File: src/rtl/mgt_rx_pkg.sv
// Shared definitions for the MGT receive framer: framing state encoding and comma default.
package mgt_rx_pkg;

    localparam int STATE_W    = 2;
    localparam int RETRY_CNT_W = 16;
    localparam logic [7:0] COMMA_CHAR_DEFAULT = 8'hBC;

    typedef enum logic [STATE_W-1:0] {
        RESET_WAIT = 2'd0,
        HUNT       = 2'd1,
        SYNCED     = 2'd2,
        RETRY      = 2'd3
    } rxState_t;

endpackage

File: src/rtl/mgt_rx_framer_if.sv
// Transceiver word stream into the framer and framed EVR character stream out of it.
interface mgt_rx_framer_if #(
    parameter int BYTES = 2
);
    logic [8*BYTES-1:0] rxData;
    logic [BYTES-1:0]   rxCharIsK;
    logic [BYTES-1:0]   rxCharIsComma;
    logic [BYTES-1:0]   rxCharNotInTable;
    logic [8*BYTES-1:0] evrChars;
    logic [BYTES-1:0]   evrCharIsK;
    logic [BYTES-1:0]   evrCharIsComma;

    modport master (
        output rxData, rxCharIsK, rxCharIsComma, rxCharNotInTable,
        input  evrChars, evrCharIsK, evrCharIsComma
    );

    modport slave (
        input  rxData, rxCharIsK, rxCharIsComma, rxCharNotInTable,
        output evrChars, evrCharIsK, evrCharIsComma
    );
endinterface

File: src/rtl/mgt_rx_lane_check.sv
// Combinational word classifier: clean / good lane-0 comma / error, plus per-fault flags.
module mgt_rx_lane_check
    import mgt_rx_pkg::*;
#(
    parameter int         BYTES      = 2,
    parameter logic [7:0] COMMA_CHAR = COMMA_CHAR_DEFAULT
) (
    input  logic [7:0]       lane0Data,
    input  logic [BYTES-1:0] rxCharIsK,
    input  logic [BYTES-1:0] rxCharNotInTable,
    output logic             clean,
    output logic             goodComma,
    output logic             errorWord,
    output logic             badChar,
    output logic             badK
);
    // Framing is lane-0 only, so a K character in any higher lane marks a misaligned word.
    always_comb begin
        badChar   = |rxCharNotInTable;
        badK      = |rxCharIsK[BYTES-1:1];
        clean     = !badChar && !badK;
        errorWord = !clean;
        goodComma = clean && rxCharIsK[0] && (lane0Data == COMMA_CHAR);
    end
endmodule

File: src/rtl/mgt_rx_framer.sv
// Receive framer: hunts for lane-0 commas, holds sync against an error budget, retries the GT.
// Optional fault statistics counters are built only with MGT_RX_FRAMER_STATS_EN defined.
module mgt_rx_framer
    import mgt_rx_pkg::*;
#(
    parameter int         BYTES               = 2,
    parameter logic [7:0] COMMA_CHAR          = COMMA_CHAR_DEFAULT,
    parameter int         COMMAS_NEEDED       = 30,
    parameter int         LOSS_ERRORS         = 8,
    parameter int         HUNT_TIMEOUT        = 65535,
    parameter int         RESET_PULSE         = 16,
    parameter int         FAULT_COUNTER_WIDTH = 10
) (
    input  logic                           clk,
    input  logic                           rst_n,
    mgt_rx_framer_if.slave                 rxIf,
    input  logic                           gtResetDone,
    input  logic                           autoRetry,
    input  logic                           clearStats,
    output logic                           rxSynchronized,
    output logic                           gtResetReq,
    output logic [STATE_W-1:0]             state,
    output logic [RETRY_CNT_W-1:0]         retryCount,
    output logic [FAULT_COUNTER_WIDTH-1:0] badCharCount,
    output logic [FAULT_COUNTER_WIDTH-1:0] badKcount
);
    localparam int CW = $clog2(COMMAS_NEEDED + 1);
    localparam int HW = $clog2(HUNT_TIMEOUT + 1);
    localparam int LW = $clog2(LOSS_ERRORS + 1);
    localparam int PW = $clog2(RESET_PULSE + 1);
    localparam logic [CW-1:0] COMMA_LOAD = CW'(COMMAS_NEEDED);
    localparam logic [CW-1:0] COMMA_LAST = CW'(1);
    localparam logic [HW-1:0] HUNT_LIMIT = HW'(HUNT_TIMEOUT);
    localparam logic [LW-1:0] LOSS_LAST  = LW'(LOSS_ERRORS - 1);
    localparam logic [PW-1:0] PULSE_LAST = PW'(RESET_PULSE - 1);

    function automatic logic [RETRY_CNT_W-1:0] satIncRetry(input logic [RETRY_CNT_W-1:0] v);
        return (&v) ? v : v + RETRY_CNT_W'(1);
    endfunction

    rxState_t      stateQ, stateNext;
    logic [CW-1:0] commaCnt, commaNext;
    logic [HW-1:0] huntTimer, huntNext;
    logic [LW-1:0] budget, budgetNext;
    logic [PW-1:0] pulseCnt, pulseNext;
    logic          retryInc;
    logic          clean, goodComma, errorWord, badChar, badK;

    mgt_rx_lane_check #(
        .BYTES      (BYTES),
        .COMMA_CHAR (COMMA_CHAR)
    ) u_laneCheck (
        .lane0Data        (rxIf.rxData[7:0]),
        .rxCharIsK        (rxIf.rxCharIsK),
        .rxCharNotInTable (rxIf.rxCharNotInTable),
        .clean            (clean),
        .goodComma        (goodComma),
        .errorWord        (errorWord),
        .badChar          (badChar),
        .badK             (badK)
    );

    always_comb begin
        stateNext  = stateQ;
        commaNext  = commaCnt;
        huntNext   = huntTimer;
        budgetNext = budget;
        pulseNext  = pulseCnt;
        retryInc   = 1'b0;
        unique case (stateQ)
            RESET_WAIT: begin
                if (gtResetDone) begin
                    stateNext = HUNT;
                    commaNext = COMMA_LOAD;
                    huntNext  = '0;
                end
            end
            HUNT: begin
                if (huntTimer != HUNT_LIMIT) huntNext = huntTimer + HW'(1);
                if (errorWord)      commaNext = COMMA_LOAD;
                else if (goodComma) commaNext = commaCnt - COMMA_LAST;
                if (!gtResetDone) begin
                    stateNext = RESET_WAIT;
                end else if (goodComma && commaCnt == COMMA_LAST) begin
                    stateNext  = SYNCED;
                    commaNext  = COMMA_LOAD;
                    budgetNext = '0;
                end else if (autoRetry && huntTimer == HUNT_LIMIT) begin
                    stateNext = RETRY;
                    pulseNext = '0;
                    retryInc  = 1'b1;
                end
            end
            SYNCED: begin
                // Leaky bucket: errors fill it, clean commas drain it down to empty.
                if (errorWord)                       budgetNext = budget + LW'(1);
                else if (goodComma && budget != '0)  budgetNext = budget - LW'(1);
                if (!gtResetDone) begin
                    stateNext = RESET_WAIT;
                end else if (errorWord && budget == LOSS_LAST) begin
                    stateNext  = HUNT;
                    budgetNext = '0;
                    commaNext  = COMMA_LOAD;
                    huntNext   = '0;
                end
            end
            RETRY: begin
                if (pulseCnt == PULSE_LAST) stateNext = RESET_WAIT;
                else                        pulseNext = pulseCnt + PW'(1);
            end
        endcase
    end

    always_ff @(posedge clk or negedge rst_n) begin
        if (!rst_n) begin
            stateQ         <= RESET_WAIT;
            commaCnt       <= COMMA_LOAD;
            huntTimer      <= '0;
            budget         <= '0;
            pulseCnt       <= '0;
            rxSynchronized <= 1'b0;
            gtResetReq     <= 1'b0;
            retryCount     <= '0;
        end else begin
            stateQ         <= stateNext;
            commaCnt       <= commaNext;
            huntTimer      <= huntNext;
            budget         <= budgetNext;
            pulseCnt       <= pulseNext;
            rxSynchronized <= (stateNext == SYNCED);
            gtResetReq     <= (stateNext == RETRY);
            if (clearStats)    retryCount <= '0;
            else if (retryInc) retryCount <= satIncRetry(retryCount);
        end
    end

    assign state = stateQ;

    // Output stage: one-cycle registered copy of clean words while synchronized.
    always_ff @(posedge clk or negedge rst_n) begin
        if (!rst_n) begin
            rxIf.evrChars       <= '0;
            rxIf.evrCharIsK     <= '0;
            rxIf.evrCharIsComma <= '0;
        end else if (stateQ == SYNCED && clean) begin
            rxIf.evrChars       <= rxIf.rxData;
            rxIf.evrCharIsK     <= rxIf.rxCharIsK;
            rxIf.evrCharIsComma <= rxIf.rxCharIsComma;
        end else begin
            rxIf.evrChars       <= '0;
            rxIf.evrCharIsK     <= '0;
            rxIf.evrCharIsComma <= '0;
        end
    end

`ifdef MGT_RX_FRAMER_STATS_EN
    function automatic logic [FAULT_COUNTER_WIDTH-1:0] satIncFault(
        input logic [FAULT_COUNTER_WIDTH-1:0] v);
        return (&v) ? v : v + FAULT_COUNTER_WIDTH'(1);
    endfunction

    always_ff @(posedge clk or negedge rst_n) begin
        if (!rst_n) begin
            badCharCount <= '0;
            badKcount    <= '0;
        end else if (clearStats) begin
            badCharCount <= '0;
            badKcount    <= '0;
        end else if (stateQ == SYNCED) begin
            if (badChar) badCharCount <= satIncFault(badCharCount);
            if (badK)    badKcount    <= satIncFault(badKcount);
        end
    end
`else
    logic unusedStatFlags;
    assign unusedStatFlags = badChar ^ badK;
    assign badCharCount    = '0;
    assign badKcount       = '0;
`endif

endmodule

File: src/flat_wrapper.sv
// flat-port wrapper written by rule: the top's interface ports become plain ports
module mgt_rx_framer_flat import mgt_rx_pkg::*;
#(
    parameter int         BYTES               = 2,
    parameter logic [7:0] COMMA_CHAR          = COMMA_CHAR_DEFAULT,
    parameter int         COMMAS_NEEDED       = 30,
    parameter int         LOSS_ERRORS         = 8,
    parameter int         HUNT_TIMEOUT        = 65535,
    parameter int         RESET_PULSE         = 16,
    parameter int         FAULT_COUNTER_WIDTH = 10
)
  (clk, rst_n, gtResetDone, autoRetry, clearStats, rxSynchronized, gtResetReq, state, retryCount, badCharCount, badKcount, rxIf_rxData, rxIf_rxCharIsK, rxIf_rxCharIsComma, rxIf_rxCharNotInTable, rxIf_evrChars, rxIf_evrCharIsK, rxIf_evrCharIsComma);
  mgt_rx_framer_if #(.BYTES(BYTES)) rxIf_i ();
  input  logic clk;
  input  logic rst_n;
  input  logic gtResetDone;
  input  logic autoRetry;
  input  logic clearStats;
  output logic rxSynchronized;
  output logic gtResetReq;
  output logic [STATE_W-1:0] state;
  output logic [RETRY_CNT_W-1:0] retryCount;
  output logic [FAULT_COUNTER_WIDTH-1:0] badCharCount;
  output logic [FAULT_COUNTER_WIDTH-1:0] badKcount;
  input wire logic [$bits(rxIf_i.rxData)-1:0] rxIf_rxData;
  input wire logic [$bits(rxIf_i.rxCharIsK)-1:0] rxIf_rxCharIsK;
  input wire logic [$bits(rxIf_i.rxCharIsComma)-1:0] rxIf_rxCharIsComma;
  input wire logic [$bits(rxIf_i.rxCharNotInTable)-1:0] rxIf_rxCharNotInTable;
  output wire logic [$bits(rxIf_i.evrChars)-1:0] rxIf_evrChars;
  output wire logic [$bits(rxIf_i.evrCharIsK)-1:0] rxIf_evrCharIsK;
  output wire logic [$bits(rxIf_i.evrCharIsComma)-1:0] rxIf_evrCharIsComma;
  assign rxIf_i.rxData = rxIf_rxData;
  assign rxIf_i.rxCharIsK = rxIf_rxCharIsK;
  assign rxIf_i.rxCharIsComma = rxIf_rxCharIsComma;
  assign rxIf_i.rxCharNotInTable = rxIf_rxCharNotInTable;
  assign rxIf_evrChars = rxIf_i.evrChars;
  assign rxIf_evrCharIsK = rxIf_i.evrCharIsK;
  assign rxIf_evrCharIsComma = rxIf_i.evrCharIsComma;
  mgt_rx_framer #(.BYTES(BYTES), .COMMA_CHAR(COMMA_CHAR), .COMMAS_NEEDED(COMMAS_NEEDED), .LOSS_ERRORS(LOSS_ERRORS), .HUNT_TIMEOUT(HUNT_TIMEOUT), .RESET_PULSE(RESET_PULSE), .FAULT_COUNTER_WIDTH(FAULT_COUNTER_WIDTH)) u_core (.clk(clk), .rst_n(rst_n), .rxIf(rxIf_i), .gtResetDone(gtResetDone), .autoRetry(autoRetry), .clearStats(clearStats), .rxSynchronized(rxSynchronized), .gtResetReq(gtResetReq), .state(state), .retryCount(retryCount), .badCharCount(badCharCount), .badKcount(badKcount));
endmodule
File: config.mk
export PLATFORM = sky130hd
export DESIGN_NAME = mgt_rx_framer_flat
export DESIGN_NICKNAME = d
export VERILOG_FILES = /design/src/rtl/mgt_rx_pkg.sv /design/src/rtl/mgt_rx_framer_if.sv /design/src/rtl/mgt_rx_lane_check.sv /design/src/rtl/mgt_rx_framer.sv /design/src/flat_wrapper.sv
export SDC_FILE = /design/constraint.sdc
export NUM_CORES = 1
export LEC_CHECK = 0
export CAP_MARGIN = 30
export CORE_ASPECT_RATIO = 0.7
export CORE_UTILIZATION = 40
export DETAILED_ROUTE_END_ITERATION = 10
export PLACE_DENSITY = 0.64
export SLEW_MARGIN = 5
export SYNTH_ARGS = -nofsm -noshare
export SYNTH_HDL_FRONTEND = slang
export SYNTH_SLANG_ARGS = --single-unit
File: constraint.sdc
create_clock -name clk -period 3.25 [get_ports clk]
set_clock_uncertainty 0.2 [all_clocks]
set_input_delay 0.65 -clock clk [delete_from_list [all_inputs] [get_ports clk]]
set_output_delay 0.65 -clock clk [all_outputs]
set_load 0.05 [all_outputs]
### Yosys cells after proc, flatten, opt, wreduce, memory -nomap -nowiden

Cells that the tools add are included.

* add/sub/neg operators: 6
* eq/ne operators: 21
* muxes and demuxes: 43
* reductions and logical operators: 24

Operators with widths (count)
* $mux 16: 8
* $mux 5: 11
* $pmux 16 s3: 1
* $add 16x1->16 const B: 2
* $mux 4: 6
* $mux 2: 9
* $eq 16x16->1 const B: 1
* $ne 16x16->1 const B: 1
* $reduce_and 16->1: 1
* $pmux 5 s3: 1
* $ne 2x2->1 const B: 6
* $pmux 5 s2: 1
* $reduce_and 5->1: 2
* $eq 2x2->1 const B: 4
* $eq 8x8->1 const B: 1
* $logic_and 1x1->1: 8
* $ne 2x1->1 const B: 4
* $pmux 2 s4: 1
* $pmux 4 s2: 1
* $reduce_bool 2->1: 3
* $add 5x1->5 const B: 1
* $eq 5x1->1 const B: 1
* $eq 5x4->1 const B: 1
* $sub 5x1->5 const B: 1
* other kinds (13): 18

* register bits after elaboration: 70
* input port bits: 27
* output and inout port bits: 60
* word-level logic and storage cells: 105

### Depth between registers and ports, before layout

Gate-level depths: netlist of run 1.

* depth in word-level cells: 11
* depth in mapped cells: 9

### Hierarchy

A second synthesis of run 1 with hierarchy kept.

* cell total of the unflattened synthesis: 384
* area total of the unflattened synthesis: 3793.6 um2

Modules (own cells, without submodules)
* mgt_rx_framer: times used 1, cells an instance 376, area an instance 3731.1 um2, sequential area each 1756.7 um2
* mgt_rx_lane_check: times used 1, cells an instance 8, area an instance 62.6 um2, sequential area each 0.0 um2

### Least setup slack after synthesis of run 1

No wires, ideal clock.

* path type: input to register
* start point: in rxIf_rxData[0]
* end point: reg u_core.pulseCnt[2]
* setup time: 124 ps
* arrival: 2324 ps
* required time: 2926 ps
* path slack: 602 ps
* stages: 6
* buffers on the path: 0
* path through: or3b_2 nor4_4 and2_1 a211oi_2 or2_4 a211o_1

* cells in the longest elaborated chain, start to end: 5

Ends and longest elaborated chain
* start: declaration: RTL line flat_wrapper.sv:25 `input wire logic [$bits(rxIf_i.rxData)-1:0] rxIf_rxData;`
* $eq 8x8->1: RTL line mgt_rx_lane_check.sv:23 `goodComma = clean && rxCharIsK[0] && (lane0Data == COMMA_CHAR);`
* $logic_and 1x1->1: RTL line mgt_rx_lane_check.sv:23
* $logic_and 1x1->1: RTL line mgt_rx_framer.sv:84 `end else if (goodComma && commaCnt == COMMA_LAST) begin`
* $ne 2x2->1 (no line)
* $reduce_and 5->1 (no line)
* end signal: assignment: RTL line mgt_rx_framer.sv:129 `pulseCnt <= pulseNext;`
* end: declaration: RTL line mgt_rx_framer.sv:45 `logic [PW-1:0] pulseCnt, pulseNext;`

Every way passes these cells.
A chain may end at the register's enable or synchronous reset.

### Worst setup path in the final report of run 1

* start point: in rxIf_rxCharNotInTable[1]
* end point: reg u_core.pulseCnt[2]

* cells in the longest elaborated chain, start to end: 8

Ends and longest elaborated chain
* start: declaration: RTL line flat_wrapper.sv:28 `input wire logic [$bits(rxIf_i.rxCharNotInTable)-1:0] rxIf_rxCharNotInTable;`
* $reduce_or 2->1: RTL line mgt_rx_lane_check.sv:19 `badChar = |rxCharNotInTable;`
* $logic_not 1->1: RTL line mgt_rx_lane_check.sv:21 `clean = !badChar && !badK;`
* $logic_and 1x1->1: RTL line mgt_rx_lane_check.sv:21
* $logic_and 1x1->1 (2 in series): RTL line mgt_rx_lane_check.sv:23
* $logic_and 1x1->1: RTL line mgt_rx_framer.sv:84
* $ne 2x2->1 (no line)
* $reduce_and 5->1 (no line)

Every way passes these cells.

==> impl_metrics.yaml, run 1 <==
setup_path:
  r2r_end: "u_core.retryCount[10]"
  end_kind: "register"
  critPathKind: "input pin to register"
  critPathLaunchType: "input pin"
  reg2regPathDepth: 6
  crit_fanout: 8
  reg2reg_from: "u_core.huntTimer[4]"
  slowest_delay_ns: 0.45
  cp.buffers_inverters: 2
  startpoint: "rxIf_rxCharNotInTable[1]"
  cp.arrival_ns: 2.82
  cp.depth: 8
  crit_slowest_cell: "clkdlybuf4s50_1"
  path_cells: "clkdlybuf4s50_1, or3_4, nor4_4, buf_4, and2_1, a211oi_2, or2_4, a211o_1"
  critical_path_required_ns: 3.27
  r2r_slack_ns: 0.57
  critPathTopFamily: "simple AND/OR/NAND/NOR gates"
  crit_end: "u_core.pulseCnt[2]"
timing:
  period_minus_slack_ns: 2.80
  setup_violations: 0
  hold_slack_ns: 0.144
  max_freq_mhz: 358
  hold_viol: 0
  worstMarginPinSlew_ns: 0.801
  period_share_pct: 86.1
  final_max_slew_viol_count: 0
  timing.setup.tns_ns: 0
  slew_headroom_pct: 46.6
  grt_setup_unrepaired: "no"
logic_synthesis:
  synth_edf_count: 0
  avgSynthCellArea_um2: 10.1
  yosys_warnings: 0
  syn_area_um2: 3690
  synth_top_cell_by_area: "dfrtp_1"
  synth_top_cells_by_area: "dfrtp_1, and3_1, xor2_1, buf_4, nor2_1"
  ys_seq_area_share_pct: 47.7
  synth.distinct_cells: 52
  ys_seq_elements: 70
  synth_common_cells: "dfrtp_1, nor2_1, and3_1"
  synthArstFlopShare_pct: 100
  ys.flop_type: "dfrtp_1"
  yosysTopAreaCellShare_pct: 44.8
  post-synth-top-count-cell: "dfrtp_1"
  syn_inst: 365
finish:
  layout.nets: 473
  nFillCells: 780
  diodes: 0
  final_cells: 563
  area_growth_pct: 27.7
  utilization_pct: 54.2
  drive_above_1_share_pct: 9.93
detailed_routing:
  vias: 2837
  drtAntennaViolNets: 0
  wl_per_cell_um: 14.5
  first_pass_iters: 4
  route.detailed.drc: 0
  routed_wirelength_um: 8140
  vias_per_cell: 5.04
  dr.first_iter.drc_count: 171
clock_tree:
  htree_levels: 3
  cts_setup_buffers: 0
  tritoncts: "yes"
  clk_pin_slew_worst_paths_ns: 0.05
  clockBufferDepth: 2
  cts_root_buffer: "clkbuf_16"
  cts_resized: 0
  numClockSinks: 70
  ctsHoldBuffers: 0
  clock_latency_ns: 0.34
  cts_buffers: 9
floorplanning:
  start_util_pct: 42.4
  io_pins: 87
  die_x_um: 117
  die_area_um2: 9610
  rows: 28
  core_um2: 8690
  dieHeight_um: 82.3
placed_design:
  dp_cells: 547
  gp_congestion: 0.804
  port_buffers: 66
  dp_hpwl_um: 5860
global_routing:
  first_global_vias: 2616
  grt-ovfl-total: 0
  grt_max_degree: 39
  grt_usage_pct: 18.9
  grt_pass1_wl_um: 13300
  antenna_found_initial: 0
pwr:
  p_leak_nw: 2.10
  powerDensity_nw_per_um2: 423
  ir_worst_vdd_mv: 0.256
  power_mw: 1.99
hold_path:
  hp-class: "input pin to async pin"
flow_run:
  maxCapViolCount: 0
status:
  outcome: "completed"
==> logic make-up (layout without fill, tap and decap cells) <==
logic type,count (synthesis),after routing,synth area share (%)
xor+xnor,32,32,7.60
simple gates,166,166,25.1
fa+ha+maj,8,8,2.72
compound gates,43,43,9.84
other cells,1,21,0.102
buf+inv,44,102,6.75
flops,70,70,47.7
mux,1,1,0.272
==> how the worst min path moves through the flow <==
stage | slack [ns] | to | cells after the start
6_report | 0.14 | u_core.rxIf.evrChars[13] | 2
2_1_floorplan | 0.15 | u_core.budget[0] | 0
3_5_place_dp | 0.30 | u_core.pulseCnt[0] | 1
3_3_place_gp | 0.29 | u_core.pulseCnt[0] | 1
5_1_grt | 0.18 | u_core.rxIf.evrChars[13] | 2
4_1_cts | 0.15 | u_core.rxIf.evrChars[13] | 2
==> flip-flops by register name (all words and copies together), names as in the netlist <==
register and count:
u_core.budget 4, u_core.huntTimer 16, u_core.state 2, u_core.rxIf.evrCharIsK 2, u_core.gtResetReq 1, u_core.rxIf.evrChars 16
u_core.retryCount 16, u_core.rxSynchronized 1, u_core.pulseCnt 5, u_core.rxIf.evrCharIsComma 2, u_core.commaCnt 5
==> power breakdown <==
group          internal (mW)  leakage, nW  switching [mW]
clock network          0.557        0.134           0.339
registers              0.887        0.943          0.0209
logic                 0.0590         1.02           0.130
==> per-layer routing <==
layer  up-vias  global-route usage [%]  wire length [µm]
li1       1393                       -                 -
met1      1377                    26.0              4090
met2        60                    27.2              3590
met3         7                    7.23               366
met4         0                    6.20               100
met5         -                       0                 0
==> layout by cell type (no fill, tap or decap), types with 8 or more instances in the layout <==
| cell | count |
|---|---|
| nand3_1 | 19 |
| conb_1 | 21 |
| and4_1 | 8 |
| o21ai_0 | 13 |
| dfrtp_1 | 66 |
| buf_4 | 10 |
| ha_1 | 8 |
| and3_1 | 30 |
| nor2_1 | 41 |
| inv_1 | 9 |
| clkdlybuf4s50_1 | 65 |
| nand4_1 | 14 |
| xnor2_1 | 12 |
| clkbuf_16 | 9 |
| nor3_1 | 8 |
| xor2_1 | 20 |
| nand2_1 | 17 |
==> worst reg2reg max path: stages (launching register included) <==
cell	delay, ns
dfrtp_1	0.43
and4_1	0.37
or3b_1	0.44
a2111oi_4	0.65
nand3_1	0.23
xor2_1	0.18
nor2_1	0.06
==> per-stage QoR <==
step,cell area [µm²],setup slack (ns)
floorplan,3760,0.602
global placement,4440,0.154
detailed placement,4440,0.124
CTS,4710,0.479
global route,4710,0.388
finish,4710,0.453
==> area by class of cell <==
type                       count  area (µm²)  area share (%)
clock inverter                 1        5.00           0.106
sequential                    70        1760            37.3
timing repair buffer          76         731            15.5
clock buffer                  15         268            5.69
tap                          120         150            3.19
inverter                      10        37.5           0.797
multi-input combinational    271        1760            37.4
Note: power is estimated with default switching activity, not from simulation.
==> run 2, diff against run 1 <==
CORE_MARGIN = 2   (was unset)
==> impl_metrics.yaml, run 2 (synthesis results as in run 1) <==
status:
  outcome: "completed"
finish:
  area_growth_pct: 29.1
  utilization_pct: 52.9
  layout.nets: 474
  layout_common_cells: "dfrtp_1, clkdlybuf4s50_1, nor2_1"
  layout_commonest_cell: "dfrtp_1"
  design_area_um2: 4760
  nFillCells: 818
  diodes: 0
  reg_top3: "u_core.huntTimer x16, u_core.retryCount x16, u_core.rxIf.evrChars x16"
  drive_above_1_share_pct: 11.0
  final_cells: 568
clock_tree:
  cts_resized: 0
  htree_levels: 3
  cts_setup_buffers: 0
  cts_root_buffer: "clkbuf_16"
  clk_pin_slew_worst_paths_ns: 0.06
  ctsHoldBuffers: 0
  clockBufferDepth: 2
  cts_buffers: 9
  numClockSinks: 70
  tritoncts: "yes"
  clock_latency_ns: 0.32
global_routing:
  grt_pass1_wl_um: 13600
  use_met3_pct: 3.74
  grt-ovfl-total: 0
  top_usage_layer: "met2"
  grtUsageMet2_pct: 25.2
  first_global_vias: 2674
  antenna_found_initial: 0
  use_met1_pct: 24.8
  grt_max_degree: 25
  grt_usage_pct: 17.1
timing:
  final_max_slew_viol_count: 0
  timing.setup.tns_ns: 0
  grt_setup_unrepaired: "no"
  max_freq_mhz: 355
  period_share_pct: 86.8
  setup_slack_ns: 0.429
  slew_headroom_pct: 47.7
  hold_viol: 0
  worstMarginPinSlew_ns: 0.785
  hold_slack_ns: 0.0997
  setup_violations: 0
  period_minus_slack_ns: 2.82
placed_design:
  postPlaceCellArea_um2: 4450
  dpl_worst_slack_ns: 0.101
  gp_congestion: 0.786
  port_buffers: 66
  dp_hpwl_um: 5850
  dp_cells: 552
floorplanning:
  dieHeight_um: 84.3
  rows: 29
  start_util_pct: 41.0
  die_x_um: 119
  die_area_um2: 10000
  core_um2: 9000
  io_pins: 87
detailed_routing:
  routed_wirelength_um: 8000
  vias: 2797
  drtAntennaViolNets: 0
  wl_per_cell_um: 14.1
  vias_per_cell: 4.92
  first_pass_iters: 4
  route.detailed.drc: 0
  dr.first_iter.drc_count: 106
pwr:
  power_frac_comb_pct: 9.1
  powerDensity_nw_per_um2: 439
  p_int_mw: 1.58
  power.net_switching_mw: 0.510
  p_leak_nw: 2.11
  p_seq_share_pct: 43.4
  ir_worst_vdd_mv: 0.240
  sw_frac_of_total_pct: 24.4
  p_clk_share_pct: 47.6
  power_mw: 2.09
setup_path:
  end_kind: "register"
  critical_path_required_ns: 3.26
  crit_slowest_cell: "clkdlybuf4s50_1"
  critPathLaunchType: "input pin"
  critPathKind: "input pin to register"
  cp.arrival_ns: 2.83
  slowest_delay_ns: 0.46
  path_cells: "clkdlybuf4s50_1, or3_4, nor4_4, buf_4, and2_1, a211oi_2, or2_4, a211o_1"
  crit_fanout: 8
flow_run:
  maxCapViolCount: 0
hold_path:
  hp-class: "input pin to async pin"
-- run 2: path summary, 6_finish.rpt --
path,start,to,slack [ns],cells past startpoint
worst min-delay path,rst_n,u_core.rxIf.evrChars[10],0.1,1
min in group clk,u_core.pulseCnt[0],u_core.pulseCnt[0],0.31,1
worst max register to register,u_core.huntTimer[4],u_core.retryCount[10],0.59,6
worst min register to register,u_core.pulseCnt[0],u_core.pulseCnt[0],0.31,1
worst max-delay path,rxIf_rxCharNotInTable[1],u_core.pulseCnt[2],0.43,8
max in group asynchronous,rst_n,u_core.commaCnt[2],1.98,2
-- run 2: layout make-up --
class                   instances  area (µm²)  share of cell area [%]
clock buffers                  11         253                    5.31
clock inverters                 5        57.6                    1.21
inverters                      10        37.5                   0.789
multi-input cells             271        1760                    37.0
flip-flops and latches         70        1760                    36.9
well taps                     124         155                    3.26
repair buffers                 77         738                    15.5
-- run 2: per-layer routing --
metal	wire, µm	up-vias
met4	96	0
met5	0	-
met2	3550	42
li1	-	1394
met3	248	6
met1	4110	1355
-- run 2: power by group through the flow --
stage          clock network [mW]  logic [mW]  registers (mW)
2_1_floorplan                   0       0.132           0.922
3_3_place_gp                    0       0.188           0.921
3_5_place_dp                    0       0.191           0.921
4_1_cts                      1.02       0.191           0.906
5_1_grt                      1.06       0.207           0.909
6_report                    0.994       0.189           0.906
-- run 2: worst max-delay path, delay by kind of cell --
family	cells	cell delay [ns]
AO/OA/AOI/OAI	2	0.42
buffers and inverters	2	0.66
AND/OR/NAND/NOR	4	1.09
==> run 3, diff against run 2 <==
CTS_BUF_LIST = sky130_fd_sc_hd__clkbuf_2 sky130_fd_sc_hd__clkbuf_4 sky130_fd_sc_hd__clkbuf_8   (was unset)
==> impl_metrics.yaml, run 3 (synthesis results as in run 1) <==
status:
  outcome: "completed"
clock_tree:
  cts_buffers: 9
  tritoncts: "yes"
  clock_latency_ns: 0.34
  cts_resized: 0
  ctsHoldBuffers: 0
  numClockSinks: 70
  clockBufferDepth: 2
  htree_levels: 3
  clk_pin_slew_worst_paths_ns: 0.07
  cts_root_buffer: "clkbuf_8"
  cts_setup_buffers: 0
setup_path:
  reg2reg_from: "u_core.huntTimer[4]"
  cp.arrival_ns: 2.83
  r2r_end: "u_core.retryCount[10]"
  crit_fanout: 8
  r2r_slack_ns: 0.64
  critPathKind: "input pin to register"
  end_kind: "register"
  critPathLaunchType: "input pin"
  reg2regPathDepth: 6
  critical_path_required_ns: 3.28
finish:
  layout.nets: 474
  diodes: 0
  utilization_pct: 51.8
  area_growth_pct: 26.3
  nFillCells: 842
  layout_common_cells: "dfrtp_1, clkdlybuf4s50_1, nor2_1"
  layout_commonest_cell: "dfrtp_1"
  reg_top3: "u_core.huntTimer x16, u_core.retryCount x16, u_core.rxIf.evrChars x16"
  design_area_um2: 4660
  final_cells: 568
  drive_above_1_share_pct: 11.0
placed_design:
  gp_congestion: 0.786
  dpl_worst_slack_ns: 0.101
  port_buffers: 66
  dp_cells: 552
  postPlaceCellArea_um2: 4450
  dp_hpwl_um: 5850
floorplanning:
  rows: 29
  start_util_pct: 41.0
  io_pins: 87
  core_um2: 9000
  die_x_um: 119
  die_area_um2: 10000
  dieHeight_um: 84.3
global_routing:
  antenna_found_initial: 0
  grt_max_degree: 25
  grt_pass1_wl_um: 13600
  grt-ovfl-total: 0
  first_global_vias: 2657
  grt_usage_pct: 16.8
detailed_routing:
  dr.first_iter.drc_count: 115
  wl_per_cell_um: 13.9
  route.detailed.drc: 0
  vias: 2814
  vias_per_cell: 4.95
  first_pass_iters: 4
  drtAntennaViolNets: 0
  routed_wirelength_um: 7880
timing:
  grt_setup_unrepaired: "no"
  hold_viol: 0
  setup_violations: 0
  setup_slack_ns: 0.449
  final_max_slew_viol_count: 0
  hold_slack_ns: 0.0805
  slew_headroom_pct: 49.6
  timing.setup.tns_ns: 0
  period_share_pct: 86.2
  period_minus_slack_ns: 2.80
  worstMarginPinSlew_ns: 0.757
  max_freq_mhz: 357
pwr:
  powerDensity_nw_per_um2: 390
  ir_worst_vdd_mv: 0.177
  p_leak_nw: 2.07
  power_mw: 1.82
hold_path:
  hp-class: "input pin to async pin"
flow_run:
  maxCapViolCount: 0
-- run 3: worst max-delay path by stage --
stage                             startpoint                     to  slack [ns]  cells after the start
finish              rxIf_rxCharNotInTable[1]     u_core.pulseCnt[2]        0.45                      8
global route                     gtResetDone  u_core.retryCount[11]        0.35                      7
CTS                 rxIf_rxCharNotInTable[1]     u_core.pulseCnt[2]        0.46                      8
detailed placement  rxIf_rxCharNotInTable[1]     u_core.pulseCnt[2]        0.10                      8
global placement    rxIf_rxCharNotInTable[1]     u_core.pulseCnt[2]        0.16                      8
floorplan                     rxIf_rxData[0]     u_core.pulseCnt[2]        0.60                      6
-- run 3: area by class of cell --
| cell class | count | area [µm²] | area share [%] |
|---|---|---|---|
| clock inverter | 5 | 57.6 | 1.24 |
| multi-input combinational | 271 | 1760 | 37.8 |
| timing repair buffer | 77 | 738 | 15.9 |
| sequential | 70 | 1760 | 37.7 |
| clock buffer | 11 | 151 | 3.25 |
| tap | 124 | 155 | 3.33 |
| inverter | 10 | 37.5 | 0.806 |
-- run 3: critical path, cell delays in order --
cell,delay (ns)
clkdlybuf4s50_1,0.46
or3_4,0.43
nor4_4,0.21
buf_4,0.20
and2_1,0.17
a211oi_2,0.13
or2_4,0.28
a211o_1,0.29
-- run 3: power breakdown --
group | switching (mW) | internal [mW]
logic | 0.130 | 0.0595
registers | 0.0202 | 0.885
clock network | 0.326 | 0.395
-- run 3: per-layer routing --
layer	share of wire, %	vias up	track usage, %	wire (µm)
met5	0	-	0	0
met4	1.3	0	5.19	106
met3	3.5	8	3.53	278
met2	44	46	25.1	3480
met1	51	1366	24.5	4020
li1	-	1394	-	-
